==> config.mk <==
export PLATFORM = sky130hd
export DESIGN_NAME = mmio_rtc_flat
export DESIGN_NICKNAME = d
export VERILOG_FILES = /design/src/rtl/mmio_rtc_if.sv /design/src/rtl/mmio_rtc.sv /design/src/flat_wrapper.sv
export SDC_FILE = /design/constraint.sdc
export NUM_CORES = 1
export LEC_CHECK = 0
export CAP_MARGIN = 20
export CORE_MARGIN = 2
export CORE_UTILIZATION = 55
export DETAILED_ROUTE_END_ITERATION = 10
export PLACE_DENSITY = 0.93
export SYNTH_ARGS = -nofsm -noshare
export SYNTH_HDL_FRONTEND = slang
export SYNTH_SLANG_ARGS = --single-unit
==> constraint.sdc <==
create_clock -name clk -period 3 [get_ports clk]
set_input_delay 0.45 -clock clk [delete_from_list [all_inputs] [get_ports clk]]
set_output_delay 0.45 -clock clk [all_outputs]
set_load 0.01 [all_outputs]
==> src/rtl/mmio_rtc_if.sv <==
// Data-bus handshake shared with dmem: the core drives the store strobe,
// address and store data, and the responder returns load data and its
// address-decode hit.
interface mmio_rtc_if;
    logic        we;
    logic [31:0] a;
    logic [31:0] wd;
    logic [31:0] rd;
    logic        hit;

    modport master (output we, a, wd, input rd, hit);
    modport slave  (input we, a, wd, output rd, hit);
endinterface

==> src/rtl/mmio_rtc.sv <==
// mmio_rtc: memory-mapped seconds-of-day clock with prescaler, plus a
// debounced btn0 level and a sticky press flag, answering core loads/stores.
// Optional feature: define MMIO_RTC_IRQ_EN to add the irq output and the
// CTRL.ie bit; without it CTRL[2] reads 0 and writes to it are ignored.
//
// Register map (a[3:2]):
//   0x0 CTRL     [0] run, [1] clear (self-clearing, reads 0), [2] ie
//   0x4 PRESCALE cycles-per-second minus 1
//   0x8 SECONDS  [16:0] seconds of day
//   0xC STATUS   [0] btn level, [1] press sticky (W1C), [2] tick sticky (W1C)
module mmio_rtc #(
    parameter logic [31:0] BASE_ADDR       = 32'h0000_1000,
    parameter int unsigned CLK_HZ          = 100_000_000,
    parameter int unsigned DEBOUNCE_CYCLES = 1_000_000,
    parameter int unsigned DAY_SECONDS     = 86400
) (
    input  logic       clk,
    input  logic       reset,
    mmio_rtc_if.slave  bus,
    input  logic       btn
`ifdef MMIO_RTC_IRQ_EN
    ,
    output logic       irq
`endif
);

    localparam int unsigned DCNT_W = (DEBOUNCE_CYCLES > 1) ? $clog2(DEBOUNCE_CYCLES) : 1;
    localparam logic [DCNT_W-1:0] DEB_LOAD   = DCNT_W'(DEBOUNCE_CYCLES - 1);
    localparam logic [31:0]       PRESC_RST  = 32'(CLK_HZ - 1);
    localparam logic [16:0]       DAY_LAST   = 17'(DAY_SECONDS - 1);

    logic        run;
    logic [31:0] prescale;
    logic [31:0] pcnt;          // cycles remaining until the next tick
    logic [16:0] seconds;
    logic        tickSticky;
    logic        pressSticky;
    logic        syncA;
    logic        syncB;
    logic        level;
    logic [DCNT_W-1:0] dcnt;    // mismatch cycles remaining before level follows
    logic        tick;
    logic        pressSet;
    logic        wrEn;
    logic        wrCtrl;
    logic        wrPrescale;
    logic        wrSeconds;
    logic        wrStatus;
    logic        doClear;
    logic        ieBit;
    logic [31:0] rdata;
    logic        unusedBits;

    assign unusedBits = ^bus.a[1:0];

    assign bus.hit    = (bus.a[31:4] == BASE_ADDR[31:4]);
    assign wrEn       = bus.we & bus.hit;
    assign wrCtrl     = wrEn & (bus.a[3:2] == 2'd0);
    assign wrPrescale = wrEn & (bus.a[3:2] == 2'd1);
    assign wrSeconds  = wrEn & (bus.a[3:2] == 2'd2);
    assign wrStatus   = wrEn & (bus.a[3:2] == 2'd3);
    assign doClear    = wrCtrl & bus.wd[1];

    // Down-counter reaching zero marks the last cycle of a second.
    assign tick     = run & (pcnt == '0);
    // Debounced rising edge: level is about to go 0->1 this cycle.
    assign pressSet = syncB & ~level & (dcnt == '0);

`ifdef MMIO_RTC_IRQ_EN
    logic ie;

    // Interrupt-enable bit lives in CTRL[2].
    always_ff @(posedge clk) begin
        if (reset)       ie <= 1'b0;
        else if (wrCtrl) ie <= bus.wd[2];
    end

    // Registered irq: follows the sticky flags one cycle later.
    always_ff @(posedge clk) begin
        if (reset) irq <= 1'b0;
        else       irq <= ie & (pressSticky | tickSticky);
    end

    assign ieBit = ie;
`else
    assign ieBit = 1'b0;
`endif

    // CTRL run bit and the PRESCALE register.
    always_ff @(posedge clk) begin
        if (reset) begin
            run      <= 1'b0;
            prescale <= PRESC_RST;
        end else begin
            if (wrCtrl)     run      <= bus.wd[0];
            if (wrPrescale) prescale <= bus.wd;
        end
    end

    // Prescaler: reload on clear, on a PRESCALE write, or at the end of each period.
    always_ff @(posedge clk) begin
        if (reset)           pcnt <= PRESC_RST;
        else if (doClear)    pcnt <= prescale;
        else if (wrPrescale) pcnt <= bus.wd;
        else if (run)        pcnt <= (pcnt == '0) ? prescale : pcnt - 32'd1;
    end

    // Seconds of day: clear beats a software write, which beats the tick increment.
    always_ff @(posedge clk) begin
        if (reset)          seconds <= '0;
        else if (doClear)   seconds <= '0;
        else if (wrSeconds) seconds <= bus.wd[16:0];
        else if (tick)      seconds <= (seconds >= DAY_LAST) ? 17'd0 : seconds + 17'd1;
    end

    // Sticky flags: a new event in the same cycle as a W1C keeps the flag set.
    always_ff @(posedge clk) begin
        if (reset) begin
            tickSticky  <= 1'b0;
            pressSticky <= 1'b0;
        end else begin
            tickSticky  <= tick     | (tickSticky  & ~(wrStatus & bus.wd[2]));
            pressSticky <= pressSet | (pressSticky & ~(wrStatus & bus.wd[1]));
        end
    end

    // Button synchroniser and debouncer: level follows only after a stable run.
    always_ff @(posedge clk) begin
        if (reset) begin
            syncA <= 1'b0;
            syncB <= 1'b0;
            level <= 1'b0;
            dcnt  <= DEB_LOAD;
        end else begin
            syncA <= btn;
            syncB <= syncA;
            if (syncB == level) begin
                dcnt <= DEB_LOAD;
            end else if (dcnt == '0) begin
                level <= syncB;
                dcnt  <= DEB_LOAD;
            end else begin
                dcnt <= dcnt - 1'b1;
            end
        end
    end

    // Load data mux; zero when the address misses this block.
    always_comb begin
        rdata = '0;
        if (bus.hit) begin
            case (bus.a[3:2])
                2'd0:    rdata = {29'd0, ieBit, 1'b0, run};
                2'd1:    rdata = prescale;
                2'd2:    rdata = {15'd0, seconds};
                default: rdata = {29'd0, tickSticky, pressSticky, level};
            endcase
        end
    end

    assign bus.rd = rdata;

endmodule

==> src/flat_wrapper.sv <==
// flat-port wrapper written by rule: the top's interface ports become plain ports
module mmio_rtc_flat 
#(
    parameter logic [31:0] BASE_ADDR       = 32'h0000_1000,
    parameter int unsigned CLK_HZ          = 100_000_000,
    parameter int unsigned DEBOUNCE_CYCLES = 1_000_000,
    parameter int unsigned DAY_SECONDS     = 86400
)
  (clk, reset, btn, bus_we, bus_a, bus_wd, bus_rd, bus_hit);
  mmio_rtc_if bus_i ();
  input  logic clk;
  input  logic reset;
  input  logic btn;
  input wire logic [$bits(bus_i.we)-1:0] bus_we;
  input wire logic [$bits(bus_i.a)-1:0] bus_a;
  input wire logic [$bits(bus_i.wd)-1:0] bus_wd;
  output wire logic [$bits(bus_i.rd)-1:0] bus_rd;
  output wire logic [$bits(bus_i.hit)-1:0] bus_hit;
  assign bus_i.we = bus_we;
  assign bus_i.a = bus_a;
  assign bus_i.wd = bus_wd;
  assign bus_rd = bus_i.rd;
  assign bus_hit = bus_i.hit;
  mmio_rtc #(.BASE_ADDR(BASE_ADDR), .CLK_HZ(CLK_HZ), .DEBOUNCE_CYCLES(DEBOUNCE_CYCLES), .DAY_SECONDS(DAY_SECONDS)) u_core (.clk(clk), .reset(reset), .bus(bus_i), .btn(btn));
endmodule
### Word-level counts from Yosys, hierarchy flattened

Index checks and enable logic that the tools add are counted.

* add/sub/neg operators: 3
* reductions and logical operators: 8
* order comparisons: 1
* bitwise gates (word level): 19
* multiplexer cells: 9
* equal/unequal tests: 5

Operator list (count)
* 2-to-1 mux 32 bit: 5
* case mux 32 bit (3 select lines): 1
* 2-to-1 mux 17 bit: 3
* logical NOT 32 bit: 1
* subtractor 32 x 1 -> 32 bit (second input constant): 1
* == test 28 x 9 -> 1 bit (second input constant): 1
* logical NOT 20 bit: 1
* subtractor 20 x 1 -> 20 bit (second input constant): 1
* adder 17 x 1 -> 17 bit (second input constant): 1
* >= comparator 17 bit (second input constant): 1
* bitwise AND 1 bit: 13
* == test 2 bit (second input constant): 2
* inverter 1 bit: 4
* nonzero test 3 bit: 1
* OR reduction 3 bit: 1
* == test 2 x 1 -> 1 bit (second input constant): 1
* logical NOT 2 bit: 1
* OR 1 bit: 2
* AND reduction 2 bit: 1
* nonzero test 2 bit: 1
* OR reduction 2 bit: 1
* == test 1 bit: 1

* bits of input ports: 68
* bits in registers: 107
* logic and storage cells: 55
* output and inout bits: 33

### Logic depth before layout (Yosys ltp)

Gate-level depths: netlist of the first run.

* word-level depth: 7
* depth in mapped cells: 9
* depth with buffers taken out: 8

### Worst setup path after synthesis of the first run

No wires, ideal clock.

* path kind: input port to output port
* from: in bus_a[27]
* to: out bus_rd[21]
* stages: 6
* required time: 2.550 ns
* data arrival time: 2.122 ns
* path slack: 0.428 ns
* path buffers: 1
* cell sequence: or4_1 nor3_4 nand2_1 inv_2 clkbuf_1 and3_1

* word-level cells in the longest chain between the ends: 2

RTL lines
* from (decl): line flat_wrapper.sv:15 `input wire logic [$bits(bus_i.a)-1:0] bus_a;`
* == test 28 x 9 -> 1 bit: line mmio_rtc.sv:56 `assign bus.hit = (bus.a[31:4] == BASE_ADDR[31:4]);`
* via bus_hit: line flat_wrapper.sv:18 `output wire logic [$bits(bus_i.hit)-1:0] bus_hit;`
* 2-to-1 mux 32 bit: line mmio_rtc.sv:151 `if (bus.hit) begin`
* to (decl): line flat_wrapper.sv:17 `output wire logic [$bits(bus_i.rd)-1:0] bus_rd;`

The timed path passes the listed nets, and every way through them passes these cells.

### Final worst setup path of the first run

* from: in bus_a[31]
* to: out bus_rd[27]

* word-level cells in the longest chain between the ends: 2

RTL lines (line)
* == test 28 x 9 -> 1 bit: mmio_rtc.sv:56
* 2-to-1 mux 32 bit: mmio_rtc.sv:151

No other way between the ends.

==> impl_metrics.env, run 1 <==
export IMPL_run_status="completed"
export IMPL_final_common_cell="dfxtp_1"
export IMPL_ios=101
export IMPL_coreArea_um2=11400
export IMPL_r2r_setup_slack_ns=0.20
export IMPL_synth_cell_area_um2=6390
export IMPL_h_tree_depth=3
export IMPL_max_slew_worst_pin_slew_ns=0.801
export IMPL_synth_nets=903
export IMPL_antenna_cells=0
export IMPL_worst_slack_ns=0.0620
export IMPL_multi_input_area_um2=3950
export IMPL_place_hpwl_um=14700
export IMPL_port_buffers=98
export IMPL_start_util_pct=56.2
export IMPL_pwr_share_seq_pct=52.0
export IMPL_drt_wl_total_um=20500
export IMPL_ys_async_sr_fraction_pct=0
export IMPL_maxCapViolCount=0
export IMPL_p_sw_uw=652
export IMPL_ys_seq_elements=107
export IMPL_critPathSlowestCell="or4_4"
export IMPL_layout_common_cells="107 x dfxtp_1, 87 x nand2_1, 85 x nor2_1, 68 x a21oi_1, 64 x clkdlybuf4s50_1"
export IMPL_root_buffer="clkbuf_16"
export IMPL_combPwrFrac_pct=7.1
export IMPL_die_y_um=112
export IMPL_nets=1023
export IMPL_path_cells="clkdlybuf4s50_1 > or4_4 > nor3_4 > nand2_4 > buf_4 > inv_6 > and3_1 > dlygate4sd2_1"
export IMPL_setup_viol=0
export IMPL_ir_drop_mv=0.528
export IMPL_antenna_found_initial=0
export IMPL_max_freq_ghz=0.340
export IMPL_ys_flop_type="dfxtp_1"
export IMPL_worstPathMaxFanout=8
export IMPL_drtIter0Drc=881
export IMPL_cp_required_ns=2.55
export IMPL_fin_cells=1097
export IMPL_crit_path_start_kind="primary input"
export IMPL_drt_pass1_iterations=6
export IMPL_hold_path_startpoint="u_core.dcnt[0]"
export IMPL_rsz0062_at_grt="yes"
export IMPL_rr_startpoint="u_core.pcnt[26]"
export IMPL_via_count=7173
export IMPL_crit_buf_inv=4
export IMPL_grtUsageTotal_pct=32.3
export IMPL_path_delay_family="simple AND/OR/NAND/NOR gates"
export IMPL_numCtsBuffers=9
export IMPL_cts_tree="built"
export IMPL_grt_overflow_total=0
export IMPL_worstPathArrival_ns=2.49
export IMPL_post_route_period_util_pct=97.9
export IMPL_drc=0
export IMPL_path_class="primary input to output pin"
export IMPL_yosysSeqAreaShare_pct=33.5
export IMPL_syn_area_per_cell_um2=7.70
export IMPL_clock_skew_ns=0.00926
export IMPL_end_kind="output pin"
export IMPL_leakage_uw=0.00304
export IMPL_swShare_pct=23.7
export IMPL_synth_cells=830
export IMPL_yosysWarnings=0
export IMPL_path_clk_slew_ns=0.07
export IMPL_placementRows=39
export IMPL_hold_viol=0
export IMPL_startpoint="bus_a[31]"
export IMPL_die_x_um=112
export IMPL_clkPwrFrac_pct=40.9
export IMPL_stdcell_area_um2=8080
export IMPL_fillers=890
export IMPL_area_delta_synth_final_pct=26.5
export IMPL_hold_slack_ns=0.401
export IMPL_min_period_ns=2.94
export IMPL_clk_latency_ns=0.37
export IMPL_dp_slack_ns=-0.221
export IMPL_synth_edff_count=0
export IMPL_clock_sink_count=107
export IMPL_total_power_uw=2750
export IMPL_placedCellCount=1073
export IMPL_final_seq_area_um2=2140
export IMPL_max_stage_delay_ns=0.58
export IMPL_dpl_cell_area_um2=7790
export IMPL_dieArea_um2=12500
export IMPL_powerDensity_nw_per_um2=340
export IMPL_post_drt_wl_per_cell_um=18.7
export IMPL_ys_types=69
export IMPL_power_internal_uw=2100
export IMPL_cts_hold_buf=0
export IMPL_grt_start_max_net_pins=40
export IMPL_avgViaCountPerCell=6.54
export IMPL_postRouteAntennaNets=0
export IMPL_grt_pass1_vias=6682
export IMPL_slew_violations=0
export IMPL_slew_headroom_pct=46.3
export IMPL_grt_first_pass_wirelength_um=32900
export IMPL_hold_class="flop to flop"
export IMPL_clockBufferDepth=2
export IMPL_gp_congestion=1.00
export IMPL_final_layout_size_suffix_gt1_share_pct=11.6
-- final cells by class --
cell class	instances	area share (%)
timing repair inverter	1	0.0929
timing repair buffer	163	18.0
tap	143	2.21
sequential	107	26.5
inverter	20	0.991
clock inverter	5	0.449
clock buffer	10	2.83
multi-input combinational	648	48.9
-- cells in the mapped netlist (17+ instances only) --
cell	count	share of area [%]
inv_1	19	1.1
nor4_1	27	2.6
dfxtp_1	107	34
and3_1	22	2.2
a22oi_1	19	2.2
o21ai_0	60	4.7
nand3_1	24	1.9
nor2_1	85	5.0
a31oi_1	18	1.8
nand4_1	20	2.0
a21oi_1	68	5.3
xnor2_1	24	3.3
nor3_1	21	1.6
o221ai_1	17	2.3
nand2_1	88	5.2
clkbuf_1	34	2.0
-- path summary, 6_finish.rpt --
path | endpoint | cells after the start
max reg2reg | u_core.pcnt[18] | 6
min reg2reg | u_core.dcnt[0] | 1
min | u_core.dcnt[0] | 1
max | bus_rd[27] | 8
-- sequential cells by signal, summed over array words and instances, names as in the netlist, 17 cells and up --
register / flops
u_core.pcnt: 32
u_core.dcnt: 20
u_core.seconds: 17
u_core.prescale: 32
-- metal layers --
layer	track usage [%]	vias to the layer above	routed length [um]
li1	-	3335	-
met1	39.9	3323	8200
met2	52.6	419	9580
met3	6.75	96	1810
met4	17.8	0	938
met5	0	-	0
-- worst register-to-register path, stage by stage, from the launching register on --
cell and delay, ns:
dfxtp_1 0.38, nor4_1 0.51, nand3b_1 0.40, or3_1 0.70, o21ai_0 0.49, nor3b_1 0.11, o21ai_1 0.14
-- kinds of logic after synthesis --
logic type               Yosys count  share of synthesized area, %
flip-flops                       107                          33.5
adder cells (fa/ha/maj)            5                         0.979
AO/OA/AOI/OAI                    254                          25.9
multiplexers                       7                          1.33
XOR/XNOR                          37                          5.07
AND/OR/NAND/NOR                  345                          28.2
buffers and inverters             75                          4.93
-- timing repair --
item | CTS | global route
cloned | 1 | 0
setup endpoints to repair | 32 | 6
buffers inserted | 7 | 1
gates resized for setup | 38 | 19
pin swaps | 0 | 3
-- power groups by stage --
stage                     Combinational [uW]  Clock [uW]  Sequential, uW
after floorplan                         67.2           0            1460
after CTS                                193        1130            1430
after global placement                   187           0            1460
final                                    196        1120            1430
after global routing                     207        1170            1430
after detailed placement                 192           0            1460
-- metrics by stage --
| stage | util (%) | setup TNS, ns |
|---|---|---|
| 2_1_floorplan | - | 0 |
| 3_3_place_gp | 68.6 | -3.84 |
| 3_5_place_dp | 68.6 | -4.85 |
| 4_1_cts | 71.2 | -0.00459 |
| 5_1_grt | 71.1 | -0.0219 |
| 6_report | 71.1 | 0 |
No activity file was read; power rests on OpenSTA's default activity.
==> run 2: changes to the inputs <==
- CORE_UTILIZATION: 55 -> 64
- DONT_BUFFER_PORTS: unset -> 1
- PLACE_DENSITY: 0.93 -> 0.91
==> run 2 against run 1 <==
  * Clock-buffer cell count is 1 higher
  * Sequential power barely moved
  * Non-clock buffer count fell by 125
  * Sequential cell count stayed put
  * Largest cell class unchanged
==> impl_metrics.env, run 2 (synthesis gave the netlist of run 1 again) <==
export IMPL_use_met2_pct=59.6
export IMPL_avgViaCountPerCell=7.06
export IMPL_numCtsBuffers=9
export IMPL_clock_sink_count=107
export IMPL_tns_ns=0
export IMPL_antenna_cells=0
export IMPL_stdcell_area_um2=6800
export IMPL_layout_common_cells="107 x dfxtp_1, 88 x nand2_1, 85 x nor2_1, 68 x a21oi_1, 60 x o21ai_0"
export IMPL_placementRows=36
export IMPL_slew_violations=0
export IMPL_area_delta_synth_final_pct=6.32
export IMPL_largestRegisters="u_core.pcnt: 32 flops, u_core.prescale: 32 flops, u_core.dcnt: 20 flops"
export IMPL_drt_pass1_iterations=6
export IMPL_start_util_pct=65.7
export IMPL_grt_first_pass_wirelength_um=31900
export IMPL_grt_overflow_total=0
export IMPL_fillers=826
export IMPL_postRouteAntennaNets=0
export IMPL_post_route_period_util_pct=94.0
export IMPL_path_clk_slew_ns=0.11
export IMPL_run_status="completed"
export IMPL_power_internal_uw=1780
export IMPL_worstPathMaxFanout=15
export IMPL_path_class="flop to flop"
export IMPL_coreArea_um2=9730
export IMPL_hold_class="primary input to flop"
export IMPL_cp_required_ns=3.31
export IMPL_hold_viol=0
export IMPL_root_buffer="clkbuf_8"
export IMPL_h_tree_depth=3
export IMPL_dpl_cell_area_um2=6610
export IMPL_end_kind="flop"
export IMPL_use_met1_pct=43.7
export IMPL_ir_drop_mv=0.384
export IMPL_final_common_cell="dfxtp_1"
export IMPL_clkPwrFrac_pct=35.8
export IMPL_nets=897
export IMPL_swShare_pct=24.0
export IMPL_post_drt_wl_per_cell_um=20.5
export IMPL_clock_skew_ns=0.0158
export IMPL_max_slew_worst_pin_slew_ns=1.02
export IMPL_grtUsageTotal_pct=35.9
export IMPL_cts_tree="built"
export IMPL_worstPathArrival_ns=3.13
export IMPL_drtIter0Drc=797
export IMPL_grt_pass1_vias=6560
export IMPL_grt_busiest_layer="met2"
export IMPL_drc=0
export IMPL_drt_wl_total_um=19800
export IMPL_ios=101
export IMPL_die_x_um=104
export IMPL_slew_headroom_pct=32.3
export IMPL_final_layout_size_suffix_gt1_share_pct=9.17
export IMPL_setup_viol=0
export IMPL_place_hpwl_um=14100
export IMPL_grtUsageMet3_pct=9.21
export IMPL_postCtsSetupBuffers=0
export IMPL_pwr_share_seq_pct=61.0
export IMPL_clk_latency_ns=0.39
export IMPL_powerDensity_nw_per_um2=345
export IMPL_antenna_found_initial=0
export IMPL_total_power_uw=2340
export IMPL_dieArea_um2=10800
export IMPL_via_count=6793
export IMPL_max_freq_ghz=0.354
export IMPL_crit_path_start_kind="flop"
export IMPL_die_y_um=104
export IMPL_clockBufferDepth=2
export IMPL_min_period_ns=2.82
export IMPL_port_buffers=0
export IMPL_maxCapViolCount=0
export IMPL_rsz0062_at_grt="no"
export IMPL_leakage_uw=0.00235
export IMPL_gp_congestion=0.990
export IMPL_combPwrFrac_pct=3.2
export IMPL_grt_start_max_net_pins=53
export IMPL_p_sw_uw=562
[run 2: what timing repair did]
action,4_1_cts,5_1_grt
hold buffers,0,0
endpoints found under the setup margin,0,2
resized for setup,0,1
[run 2: area by class of cell]
| cell class | count | area (um^2) | area share, % |
|---|---|---|---|
| multi-input combinational | 648 | 3950 | 58.1 |
| sequential | 107 | 2140 | 31.5 |
| timing repair buffer | 38 | 285 | 4.20 |
| tap | 133 | 166 | 2.45 |
| clock buffer | 11 | 141 | 2.08 |
| inverter | 20 | 75.1 | 1.10 |
| clock inverter | 5 | 35.0 | 0.516 |
[run 2: per-layer routing]
metal | routed length [um] | share of wire (%) | vias to the layer above
met5 | 0 | 0 | -
met1 | 7610 | 39 | 3202
met3 | 1970 | 10 | 70
li1 | - | - | 3090
met2 | 9510 | 48 | 431
met4 | 658 | 3.3 | 0
[run 2: stage by stage]
step	utilization (%)	worst slack, ns	hold slack [ns]	instances
floorplan	-	0.428	0.367	830
global placement	68.0	0.327	0.376	946
detailed placement	68.0	0.278	0.390	946
CTS	69.8	0.246	0.114	962
global route	69.8	0.0264	0.106	962
finish	69.8	0.179	0.128	962
[run 2: final timing paths]
| check | start | to | slack (ns) | cells past startpoint |
|---|---|---|---|---|
| min | reset | u_core.prescale[10] | 0.13 | 1 |
| min reg2reg | u_core.dcnt[0] | u_core.dcnt[0] | 0.42 | 1 |
| max | u_core.pcnt[0] | u_core.seconds[0] | 0.18 | 7 |
| max reg2reg | u_core.pcnt[0] | u_core.seconds[0] | 0.18 | 7 |
[run 2: worst max-delay path, stage by stage (launching register included)]
cell and delay [ns]:
dfxtp_1 0.36, inv_1 0.10, ha_1 0.14, nor4b_1 0.47, nand4_1 0.39, a2111oi_4 0.89
mux2i_1 0.15, a21oi_1 0.24
[run 2: power by group through the flow]
stage               sequential, uW  combinational (uW)  clock, uW
finish                        1430                75.4        839
global placement              1460                71.1          0
floorplan                     1460                67.2          0
detailed placement            1460                72.7          0
CTS                           1430                73.0        849
global route                  1430                81.5        901
==> run 3: changes to the inputs <==
- CORE_MARGIN: 2 -> 3
==> run 3 against run 2 <==
  * Wire length rose by 0.67%
  * Non-clock buffer count down 1
  * Worst hold slack improved by 0.0055 ns
  * Design area is essentially flat
  * Critical path type unchanged
  * Global-route usage fell by 0.76 points
  * Worst setup slack better by 0.017 ns
  * Largest cell class unchanged
==> impl_metrics.env, run 3 (synthesis gave the netlist of run 1 again) <==
export IMPL_run_status="completed"
export IMPL_whs_path_depth=1
export IMPL_postRouteAntennaNets=0
export IMPL_ctsResizeCount=0
export IMPL_worstPathMaxFanout=10
export IMPL_dieArea_um2=11200
export IMPL_antenna_found_initial=0
export IMPL_coreArea_um2=9460
export IMPL_leakage_uw=0.00234
export IMPL_cts_hold_buf=0
export IMPL_start_util_pct=67.6
export IMPL_clock_skew_ns=0.00996
export IMPL_path_class="flop to flop"
export IMPL_path_clk_slew_ns=0.11
export IMPL_cp_required_ns=3.30
export IMPL_die_y_um=106
export IMPL_nets=896
export IMPL_ir_drop_mv=0.377
export IMPL_post_drt_wl_per_cell_um=20.8
export IMPL_powerDensity_nw_per_um2=350
export IMPL_max_stage_delay_ns=0.64
export IMPL_grt_start_max_net_pins=53
export IMPL_clockBufferDepth=2
export IMPL_hold_slack_ns=0.134
export IMPL_root_buffer="clkbuf_8"
export IMPL_largestRegisters="u_core.pcnt: 32 flops, u_core.prescale: 32 flops, u_core.dcnt: 20 flops"
export IMPL_critPathSlowestCell="or3_1"
export IMPL_gp_congestion=0.982
export IMPL_drc=0
export IMPL_maxCapViolCount=0
export IMPL_grt_first_pass_wirelength_um=32300
export IMPL_path_cells="inv_1 > ha_1 > nor4b_1 > nand4_1 > or3_1 > o21ai_2 > a2111oi_0 > o221ai_1"
export IMPL_r2r_setup_slack_ns=0.20
export IMPL_placementRows=35
export IMPL_dp_slack_ns=0.234
export IMPL_layout_common_cells="107 x dfxtp_1, 88 x nand2_1, 85 x nor2_1, 68 x a21oi_1, 60 x o21ai_0"
export IMPL_path_delay_family="simple AND/OR/NAND/NOR gates"
export IMPL_utilization_pct=71.8
export IMPL_rsz0062_at_grt="no"
export IMPL_h_tree_depth=3
export IMPL_via_count=6804
export IMPL_area_delta_synth_final_pct=6.23
export IMPL_clock_sink_count=107
export IMPL_grt_overflow_total=0
export IMPL_hold_class="primary input to flop"
export IMPL_grt_pass1_vias=6429
export IMPL_min_period_ns=2.80
export IMPL_numCtsBuffers=9
export IMPL_r2r_cells=8
export IMPL_post_route_period_util_pct=93.5
export IMPL_end_kind="flop"
export IMPL_slew_violations=0
export IMPL_clk_latency_ns=0.38
export IMPL_port_buffers=0
export IMPL_worst_slack_ns=0.196
export IMPL_final_common_cell="dfxtp_1"
export IMPL_postCtsSetupBuffers=0
export IMPL_rr_startpoint="u_core.pcnt[0]"
export IMPL_grtUsageTotal_pct=35.1
export IMPL_max_freq_ghz=0.357
export IMPL_total_power_uw=2380
export IMPL_hold_path_startpoint="reset"
export IMPL_tns_ns=0
export IMPL_hold_end="u_core.level"
export IMPL_worstPathArrival_ns=3.10
export IMPL_cts_tree="built"
export IMPL_worstReg2RegEnd="u_core.pcnt[6]"
export IMPL_drt_pass1_iterations=6
export IMPL_die_x_um=106
export IMPL_hold_viol=0
export IMPL_drtIter0Drc=807
export IMPL_setup_viol=0
export IMPL_crit_buf_inv=1
export IMPL_avgViaCountPerCell=7.11
export IMPL_crit_path_start_kind="flop"
export IMPL_max_slew_worst_pin_slew_ns=0.943
export IMPL_antenna_cells=0
export IMPL_place_hpwl_um=14400
export IMPL_drt_wl_total_um=19900
export IMPL_ios=101
export IMPL_final_layout_size_suffix_gt1_share_pct=9.06
export IMPL_slew_headroom_pct=37.2
[run 3: how the worst max path moves through the flow]
stage,startpoint,endpoint,slack [ns],cells after the start
finish,u_core.pcnt[0],u_core.pcnt[6],0.20,8
global route,u_core.pcnt[0],u_core.pcnt[6],0.02,8
CTS,u_core.pcnt[0],u_core.pcnt[6],0.19,8
detailed placement,u_core.pcnt[0],u_core.pcnt[6],0.23,8
global placement,u_core.pcnt[0],u_core.pcnt[6],0.34,8
floorplan,bus_a[27],bus_rd[21],0.43,6
[run 3: where the power goes]
group / switching [uW] / internal [uW] / leakage, uW
clock: 557 / 317 / 0.0000897
sequential: 5.32 / 1420 / 0.000864
combinational: 45.3 / 29.7 / 0.00139
total: 608 / 1770 / 0.00234
[run 3: layer usage]
metal / part of all wire [%] / up-vias / global-route usage [%]
li1: - / 3089 / -
met1: 38 / 3158 / 44.5
met2: 47 / 468 / 57.8
met3: 11 / 89 / 6.44
met4: 4.4 / 0 / 16.8
met5: 0 / - / 0
[run 3: layout make-up]
class                           count  area (um^2)
Fill cell                         742         2670
Multi-Input combinational cell    648         3950
Inverter                           20         75.1
Sequential cell                   107         2140
Tap cell                          129          161
Clock inverter                      7         60.1
Clock buffer                        9          124
Timing Repair Buffer               37          282
[run 3: worst register-to-register path, stage by stage (launching register included)]
cell and delay [ns]:
dfxtp_1 0.37, inv_1 0.10, ha_1 0.15, nor4b_1 0.46, nand4_1 0.35, or3_1 0.64, o21ai_2 0.32, a2111oi_0 0.14
o221ai_1 0.19
[run 3: stage by stage]
step                      cell area (um^2)  instances
final                                 6790        957
after global routing                  6790        957
after CTS                             6780        956
after detailed placement              6590        940
after global placement                6590        940
after floorplan                       6390        830
